`src/rtl/pvr_pkg.sv`:
```
// Shared definitions for the tile walker: tile geometry, coordinate widths,
// walker FSM states and the output pixel record.
package pvr_pkg;

    localparam int TILE_DIM   = 32;
    localparam int TILE_SHIFT = 5;
    localparam int COORD_W    = 11;
    localparam int TILE_IDX_W = COORD_W - TILE_SHIFT;
    localparam int Z_W        = 32;

    typedef enum logic [2:0] {
        ST_IDLE,
        ST_SETUP,
        ST_WALK,
        ST_SETTLE,
        ST_DRAIN
    } walk_state_e;

    typedef struct packed {
        logic [COORD_W-1:0] x;
        logic [COORD_W-1:0] y;
        logic [Z_W-1:0]     z;
        logic               last;
    } pix_t;

endpackage

```
`src/rtl/pvr_pix_outreg.sv`:
```
// One-entry valid/ready output register for walker pixels. cap_ok_o tells the
// producer the slot is free this cycle (empty, or being drained).
module pvr_pix_outreg
    import pvr_pkg::*;
(
    input  logic clock,
    input  logic reset_n,
    input  logic load_i,
    input  pix_t data_i,
    output logic cap_ok_o,
    output logic valid_o,
    input  logic ready_i,
    output pix_t data_o
);

    logic valid_q, valid_d;
    pix_t data_q, data_d;

    assign cap_ok_o = !valid_q || ready_i;

    // NOTE: every signal assigned in always_comb gets a default first, so no latch is inferred.
    always_comb begin
        valid_d = valid_q;
        data_d  = data_q;
        if (load_i) begin
            valid_d = 1'b1;
            data_d  = data_i;
        end else if (ready_i) begin
            valid_d = 1'b0;
        end
    end

    // NOTE: the payload is reset too, because downstream can observe pix_x/pix_y/pix_z while idle.
    always_ff @(posedge clock or negedge reset_n) begin
        if (!reset_n) begin
            valid_q <= 1'b0;
            data_q  <= '0;
        end else begin
            valid_q <= valid_d;
            data_q  <= data_d;
        end
    end

    assign valid_o = valid_q;
    assign data_o  = data_q;

endmodule

```
`src/rtl/pvr_tile_walker.sv`:
```
// Walks one 32x32 tile row-major through the plane interpolator and streams the
// samples out. Optional counters under PVR_TILE_WALKER_PERF_EN.
module pvr_tile_walker
    import pvr_pkg::*;
#(
    parameter int unsigned SETUP_CYCLES = 2
) (
    input  logic                  clock,
    input  logic                  reset_n,
    input  logic                  start,
    input  logic [TILE_IDX_W-1:0] tile_x,
    input  logic [TILE_IDX_W-1:0] tile_y,
    output logic                  setup,
    output logic [COORD_W-1:0]    x_ps,
    output logic [COORD_W-1:0]    y_ps,
    input  logic signed [Z_W-1:0] interp_in,
    output logic                  pix_valid,
    input  logic                  pix_ready,
    output logic [COORD_W-1:0]    pix_x,
    output logic [COORD_W-1:0]    pix_y,
    output logic signed [Z_W-1:0] pix_z,
    output logic                  pix_last,
    output logic                  busy,
    output logic                  done
`ifdef PVR_TILE_WALKER_PERF_EN
    ,
    output logic [10:0]           perf_pix,
    output logic [15:0]           perf_stall
`endif
);

    localparam logic [TILE_SHIFT-1:0] OFS_MAX    = TILE_SHIFT'(TILE_DIM - 1);
    localparam logic [3:0]            SETUP_LAST = 4'(SETUP_CYCLES - 1);

    walk_state_e           state_q, state_d;
    logic [TILE_IDX_W-1:0] tile_x_q, tile_x_d, tile_y_q, tile_y_d;
    logic [TILE_SHIFT-1:0] ox_q, ox_d, oy_q, oy_d;
    logic [3:0]            setup_cnt_q, setup_cnt_d;
    logic                  done_q, done_d;

    logic start_acc, capture, drain_acc;
    logic cap_ok, out_valid, at_row_end, at_tile_end;
    pix_t cap_pix, out_pix;

    assign at_row_end  = (ox_q == OFS_MAX);
    assign at_tile_end = at_row_end && (oy_q == OFS_MAX);

    // NOTE: sequential state uses non-blocking assignments only.
    always_ff @(posedge clock or negedge reset_n) begin
        if (!reset_n) state_q <= ST_IDLE;
        else          state_q <= state_d;
    end

    always_comb begin
        state_d = state_q;
        unique case (state_q)
            ST_IDLE:   if (start) state_d = ST_SETUP;
            ST_SETUP:  if (setup_cnt_q == SETUP_LAST) state_d = ST_WALK;
            ST_WALK: begin
                if (cap_ok && at_row_end) state_d = at_tile_end ? ST_DRAIN : ST_SETTLE;
            end
            // The interpolator's y term is registered: one idle cycle after a row change.
            ST_SETTLE: state_d = ST_WALK;
            ST_DRAIN:  if (out_valid && pix_ready) state_d = ST_IDLE;
            default:   state_d = ST_IDLE;
        endcase
    end

    always_comb begin
        setup     = (state_q == ST_SETUP);
        busy      = (state_q != ST_IDLE);
        start_acc = (state_q == ST_IDLE) && start;
        capture   = (state_q == ST_WALK) && cap_ok;
        drain_acc = (state_q == ST_DRAIN) && out_valid && pix_ready;
    end

    always_comb begin
        tile_x_d    = tile_x_q;
        tile_y_d    = tile_y_q;
        ox_d        = ox_q;
        oy_d        = oy_q;
        setup_cnt_d = setup_cnt_q;
        done_d      = drain_acc;
        if (start_acc) begin
            tile_x_d    = tile_x;
            tile_y_d    = tile_y;
            ox_d        = '0;
            oy_d        = '0;
            setup_cnt_d = '0;
        end
        if (state_q == ST_SETUP) setup_cnt_d = setup_cnt_q + 4'd1;
        // Coordinates stay on (31,31) after the final capture; 5-bit wrap resets ox at row end.
        if (capture && !at_tile_end) begin
            ox_d = ox_q + 1'b1;
            if (at_row_end) oy_d = oy_q + 1'b1;
        end
    end

    always_ff @(posedge clock or negedge reset_n) begin
        if (!reset_n) begin
            tile_x_q    <= '0;
            tile_y_q    <= '0;
            ox_q        <= '0;
            oy_q        <= '0;
            setup_cnt_q <= '0;
            done_q      <= 1'b0;
        end else begin
            tile_x_q    <= tile_x_d;
            tile_y_q    <= tile_y_d;
            ox_q        <= ox_d;
            oy_q        <= oy_d;
            setup_cnt_q <= setup_cnt_d;
            done_q      <= done_d;
        end
    end

    assign x_ps = {tile_x_q, ox_q};
    assign y_ps = {tile_y_q, oy_q};

    always_comb begin
        cap_pix.x    = x_ps;
        cap_pix.y    = y_ps;
        cap_pix.z    = interp_in;
        cap_pix.last = at_tile_end;
    end

    pvr_pix_outreg u_outreg (
        .clock    (clock),
        .reset_n  (reset_n),
        .load_i   (capture),
        .data_i   (cap_pix),
        .cap_ok_o (cap_ok),
        .valid_o  (out_valid),
        .ready_i  (pix_ready),
        .data_o   (out_pix)
    );

    assign pix_valid = out_valid;
    assign pix_x     = out_pix.x;
    assign pix_y     = out_pix.y;
    assign pix_z     = out_pix.z;
    assign pix_last  = out_pix.last;
    assign done      = done_q;

`ifdef PVR_TILE_WALKER_PERF_EN
    logic [10:0] perf_pix_q, perf_pix_d;
    logic [15:0] perf_stall_q, perf_stall_d;
    logic        stall_cyc;

    assign stall_cyc = ((state_q == ST_WALK) || (state_q == ST_DRAIN)) && out_valid && !pix_ready;

    always_comb begin
        perf_pix_d   = perf_pix_q;
        perf_stall_d = perf_stall_q;
        if (start_acc) begin
            perf_pix_d   = '0;
            perf_stall_d = '0;
        end else begin
            if (out_valid && pix_ready) perf_pix_d = perf_pix_q + 11'd1;
            if (stall_cyc && (perf_stall_q != '1)) perf_stall_d = perf_stall_q + 16'd1;
        end
    end

    always_ff @(posedge clock or negedge reset_n) begin
        if (!reset_n) begin
            perf_pix_q   <= '0;
            perf_stall_q <= '0;
        end else begin
            perf_pix_q   <= perf_pix_d;
            perf_stall_q <= perf_stall_d;
        end
    end

    assign perf_pix   = perf_pix_q;
    assign perf_stall = perf_stall_q;
`endif

endmodule
```
`config.mk`:
```
export PLATFORM = sky130hd
export DESIGN_NAME = pvr_tile_walker
export DESIGN_NICKNAME = d
export VERILOG_FILES = /design/src/rtl/pvr_pkg.sv /design/src/rtl/pvr_pix_outreg.sv /design/src/rtl/pvr_tile_walker.sv
export SDC_FILE = /design/constraint.sdc
export NUM_CORES = 1
export LEC_CHECK = 0
export CORE_MARGIN = 1.5
export CORE_UTILIZATION = 40
export DETAILED_ROUTE_END_ITERATION = 10
export PLACE_DENSITY = 0.73
export SLEW_MARGIN = 20
export SYNTH_ARGS = -nofsm -noshare
export SYNTH_HDL_FRONTEND = slang
export SYNTH_SLANG_ARGS = --single-unit
```
`constraint.sdc`:
```
create_clock -name clock -period 7 [get_ports clock]
set_input_delay 1.05 -clock clock [delete_from_list [all_inputs] [get_ports clock]]
set_output_delay 1.05 -clock clock [all_outputs]
set_load 0.1 [all_outputs]
```
# --- After elaboration in Yosys (flattened, before gate mapping) ---
# Index checks and enable logic that the tools add are counted.
# Widths: inputs -> output; s select.
word_totals:
  regBits: 86
  output_inout_bits: 81
  elab_cells: 58
op_classes:
  addsub: 3
  eq_ne: 11
  muxes: 15
  n_reduce_logical: 17
ops:
  columns: ["op", "count"]
  rows:
  - ["$mux 5", 5]
  - ["$mux 3", 5]
  - ["$pmux 3 s5", 1]
  - ["$add 5x1->5 const B", 2]
  - ["$eq 5x5->1 const B", 2]
  - ["$logic_and 1x1->1", 8]
  - ["$mux 4", 2]
  - ["$eq 3x2->1 const B", 2]
  - ["$ne 2x2->1 const B", 3]
  - ["$reduce_bool 2->1", 3]
  - ["$add 4x1->4 const B", 1]
  - ["$eq 4x1->1 const B", 1]
  - ["$reduce_and 4->1", 1]
  - ["$eq 3x1->1 const B", 1]
  - ["$eq 3x3->1 const B", 1]
  - ["$logic_not 3->1", 1]
  - ["$reduce_bool 3->1", 1]
  - ["$logic_not 1->1", 2]
  - ["$mux 1", 2]
  - ["$ne 2x1->1 const B", 1]
  - ["$logic_or 1x1->1", 1]

# --- Logic depth before layout (Yosys ltp) ---
depth:
  depth_word: 5
  ltp_mapped: 7
  depth_no_buf: 7

# --- Modules after synthesis ---
# From an unflattened synthesis, not the netlist that was laid out.
unflattened:
  hier_cells: 229
  area_unflattened_um2: 3647.2
modules_own_cells:
  columns: ["mod", "instances", "cells_per_inst", "area_per_inst_um2", "seq_area_each_um2"]
  rows:
  - ["pvr_pix_outreg", 1, 119, 2240.9, 1401.3]
  - ["pvr_tile_walker", 1, 110, 1406.3, 750.7]

# --- Worst setup path before layout ---
# OpenSTA, ideal clock, no wires.
synth_timing:
  kind: "reg2reg"
  start: "reg ox_q[0]"
  end: "reg oy_q[3]"
  arrival_ns: 2.743
  required_ns: 6.872
  setup_slack_ns: 4.130
  path_stages_with_launch: 8
  path_buffers: 0
  period_less_slack_ns: 2.870
  path_cell_list: "dfrtp_1 > ha_1 > and3_1 > ha_1 > or4b_4 > nor3_4 > nand4_1 > mux2_1"
synth_between:
  elab_chain_len: 5
  word_cells_on_any_way: 6
  classes_between: "eq/ne (1); mux (2); reduce/logical (3)"
synth_lines:
  columns: ["item", "line", "text"]
  rows:
  - ["start: declaration", "pvr_tile_walker.sv:37", "logic [TILE_SHIFT-1:0] ox_q, ox_d, oy_q, oy_d;"]
  - ["start signal: assignment", "pvr_tile_walker.sv:103", "ox_q <= '0;"]
  - ["start signal: assignment", "pvr_tile_walker.sv:110", "ox_q <= ox_d;"]
  - ["$eq 5x5->1 (*)", "pvr_tile_walker.sv:45", "assign at_row_end = (ox_q == OFS_MAX);"]
  - ["$logic_and 1x1->1", "pvr_tile_walker.sv:46", "assign at_tile_end = at_row_end && (oy_q == OFS_MAX);"]
  - ["$logic_not 1->1", "pvr_tile_walker.sv:93", "if (capture && !at_tile_end) begin"]
  - ["$logic_and 1x1->1", "pvr_tile_walker.sv:93", null]
  - ["$mux 5 (*)", "pvr_tile_walker.sv:93", null]
  - ["named net oy_d[3]", "pvr_tile_walker.sv:37", null]
  - ["end signal: assignment", "pvr_tile_walker.sv:111", "oy_q <= oy_d;"]
  - ["end: declaration", "pvr_tile_walker.sv:37", null]
# Mark *: on every way through the listed nets, which the timed path passes. The rest lies on a longest branch.
# A chain may end at the register's enable or synchronous reset.

# --- Final worst setup path ---
layout_timing:
  start: "reg state_q[0]"
  end: "out setup"
layout_between:
  elab_chain_len: 1
layout_lines:
  columns: ["item", "line", "text"]
  rows:
  - ["start: declaration", "pvr_tile_walker.sv:35", "walk_state_e state_q, state_d;"]
  - ["start signal: assignment", "pvr_tile_walker.sv:51", "else state_q <= state_d;"]
  - ["$eq 3x1->1", "pvr_tile_walker.sv:70", "setup = (state_q == ST_SETUP);"]
  - ["end: declaration", "pvr_tile_walker.sv:13", "output logic setup,"]
# Every way passes these cells.

==> run summary <==
===============================================================================================
Root Driver                                                                        sky130_fd_sc_hd__clkbuf_8
Clock skew                                                                              8.35 ps
Fmax                                                                                    268 MHz
Global-route wire length before repair                                                 10700 um
Number of filler cells placed in the layout                                                 651
Final weighted congestion in routability-driven placement                                 0.818
EDFF count, synth                                                                             0
Core area                                                                             8300 um^2
Vias in the first global route                                                             2266
Worst hold path class                                                              flop to flop
Synth area leaders                                                                 sky130_fd_sc_hd__dfrtp_1 62%, sky130_fd_sc_hd__mux2_2 22%, sky130_fd_sc_hd__ha_1 2.2%
Total of flip-flops plus latches after synthesis                                             86
Final slew viol count                                                                         0
Estimated wirelength of the detail-placed design                                        4900 um
Clk Latency, worst-skew pair                                                             350 ps
Remaining global-route overflow                                                               0
Critical Setup Path Class                                                          flop to output pin
Post-CTS setup repair buffer count                                                            0
Area growth, synth to finish                                                              45.4%
# clock sinks                                                                                86
Prevailing post-synth register cell                                                sky130_fd_sc_hd__dfrtp_1
Post-synth cell types                                                                        34
Setup repair after global routing missed its margin                                          no
Final setup violating endpoints                                                               0
Worst slew slack as a fraction of its limit                                               0.324
Slowest-stage cell, CP                                                             sky130_fd_sc_hd__clkdlybuf4s50_1
Total number of H-tree levels                                                                 3
Per-cell routed wire length                                                             14.6 um
Ant. Diodes                                                                                   0
Setup TNS after final layout                                                               0 ps
Finished Cell Area                                                                    5040 um^2
Data arrival, critical path                                                             2680 ps
Final worst path period need                                                            3730 ps
Area of the die                                                                       9240 um^2
Mean post-synth cell area                                                             14.5 um^2
Critical path fanouts, max                                                                    9
Overall Global Routing Usage                                                              0.154
Crit share post-route                                                                     0.533
Total of cells resized after clock tree synthesis                                             0
Number of buffers inserted during clock tree synthesis                                        9
Pin count of the biggest net entering global routing                                         87
Seq/Total Area, Yosys                                                                     0.620
Instance area after placement                                                         4840 um^2
Worst stage delay on the critical path                                                  1140 ps
# hold bufs at CTS                                                                            0
Clock input transition at the sequential cells of the worst setup and hold paths          80 ps
Number of buffers inserted by port buffering                                                128
Warnings, synthesis                                                                           0
Element type at the critical path start                                                    flop
Routed via count divided by cell count                                                     4.87
Total number of vias                                                                       2338
Setup slack after placement                                                             3640 ps
Area occupied by multi-input gates                                                    1250 um^2
Smallest setup slack after layout                                                       3270 ps
Worst-Margin Slew                                                                       1010 ps
Worst path required time                                                                5950 ps
Crit path capture type                                                               output pin
Effective utilization at floorplan                                                        0.418
Reported max-cap violation count                                                              0
Number of cell rows                                                                          33
Count of antenna-violating nets left after detailed routing                                   0
Area share of the largest cell type after synthesis                                       0.620
Hold slack                                                                               489 ps
Synthesized Nets                                                                            294
Routed wire length                                                                      7010 um
Fraction of registers with async set/reset                                                 1.00
Count of boundary I/O pins                                                                  129
DR iter-0 viols                                                                              50
Post-detailed-route DRC marker count                                                          0
Critical Path, Cell by Cell                                                        or3b_2 > inv_1 > clkdlybuf4s50_1
Number of optimization iterations in the first detailed-route pass                            4
Number of cells produced by synthesis                                                       240
Area of the mapped netlist                                                            3470 um^2
Die height                                                                              96.1 um
Total number of nets in the final design                                                    424
Number of failing hold endpoints at the final stage                                           0
Area of all sequential standard cells                                                 2150 um^2
Fraction of layout instances using a drive strength above 1                               0.251
Buffer levels on the longest clock path                                                       2
Cell taking the most area after synthesis                                          sky130_fd_sc_hd__dfrtp_1
Clock tree from TritonCTS                                                                 built
Antenna violations before repair                                                              0
Die Span X                                                                              96.1 um
Outcome                                                                            complete, no violations
===============================================================================================
metal layers:
metal / GRT usage / part of all wire / up-vias
met4: 0.0748 / 0.024 / 0
met5: 0 / 0 / -
met2: 0.236 / 0.47 / 82
met3: 0.0490 / 0.078 / 13
li1: - / - / 1109
met1: 0.196 / 0.43 / 1134
metrics by stage:
stage          instances  utilization
3_3_place_gp         464        0.583
3_5_place_dp         464        0.583
5_1_grt              480        0.608
4_1_cts              480        0.607
2_1_floorplan        240            -
6_report             480        0.608
sequential cells by signal, summed over array words and instances (netlist names):
name              cells
oy_q                  5
setup_cnt_q           4
tile_x_q              6
ox_q                  5
tile_y_q              6
done                  1
u_outreg.valid_o      1
state_q               3
u_outreg.data_o      55
synthesized netlist by cell type, types with 2 or more instances:
cell and number:
sky130_fd_sc_hd__clkbuf_1 3, sky130_fd_sc_hd__o21ai_0 8, sky130_fd_sc_hd__and3_1 2, sky130_fd_sc_hd__a21o_1 2
sky130_fd_sc_hd__dfrtp_1 86, sky130_fd_sc_hd__a21oi_1 4, sky130_fd_sc_hd__a22o_1 2, sky130_fd_sc_hd__mux2_2 67
sky130_fd_sc_hd__ha_1 6, sky130_fd_sc_hd__nand2_1 14, sky130_fd_sc_hd__xor2_1 2, sky130_fd_sc_hd__buf_2 6
sky130_fd_sc_hd__nor2b_1 2, sky130_fd_sc_hd__nand3_1 5, sky130_fd_sc_hd__nor2_1 8, sky130_fd_sc_hd__a22o_2 2
sky130_fd_sc_hd__inv_1 4
cells in the final DEF (no fill, tap or decap), types with 4 or more instances in the layout:
master	instances
sky130_fd_sc_hd__nand3_1	4
sky130_fd_sc_hd__clkdlybuf4s50_1	127
sky130_fd_sc_hd__ha_1	6
sky130_fd_sc_hd__inv_1	4
sky130_fd_sc_hd__o21ai_0	8
sky130_fd_sc_hd__nand2_1	14
sky130_fd_sc_hd__a21oi_1	4
sky130_fd_sc_hd__clkbuf_8	10
sky130_fd_sc_hd__dfrtp_1	86
sky130_fd_sc_hd__nor2_1	8
sky130_fd_sc_hd__mux2_2	67
worst max-delay path, delay by kind of cell (launching register included):
| kind | cells | cell delay [ps] |
|---|---|---|
| AND/OR/NAND/NOR | 1 | 550 |
| buffers and inverters | 2 | 1260 |
| flip-flops | 1 | 530 |
cell type report:
cell class | count | share of cell area
Sequential cell | 86 | 0.427
Timing Repair Buffer | 130 | 0.257
Multi-Input combinational cell | 139 | 0.247
Clock inverter | 5 | 0.0117
Inverter | 4 | 0.00298
Tap cell | 105 | 0.0261
Clock buffer | 11 | 0.0280
cells by family after synthesis:
kind of cell    after synthesis  synth area share
xor+xnor                      2           0.00505
simple gates                 40            0.0671
buf+inv                      15            0.0216
fa+ha+maj                     6            0.0216
compound gates               23            0.0433
flops                        86             0.620
mux                          68             0.221
worst paths after layout:
kind	slack, ps	depth (start not counted)	end	startpoint
max	3270	3	setup	state_q[0]
min	490	2	u_outreg.data_o[0]	u_outreg.data_o[0]
max reg2reg	4520	7	oy_q[3]	oy_q[0]
min reg2reg	490	2	u_outreg.data_o[0]	u_outreg.data_o[0]
max in group asynchronous	5740	1	tile_x_q[0]	reset_n
min in group asynchronous	740	1	tile_x_q[1]	reset_n
Power is left out: the tool's default activity adds up to more than one toggle a clock period on the data nets, which glitch-free logic cannot reach.
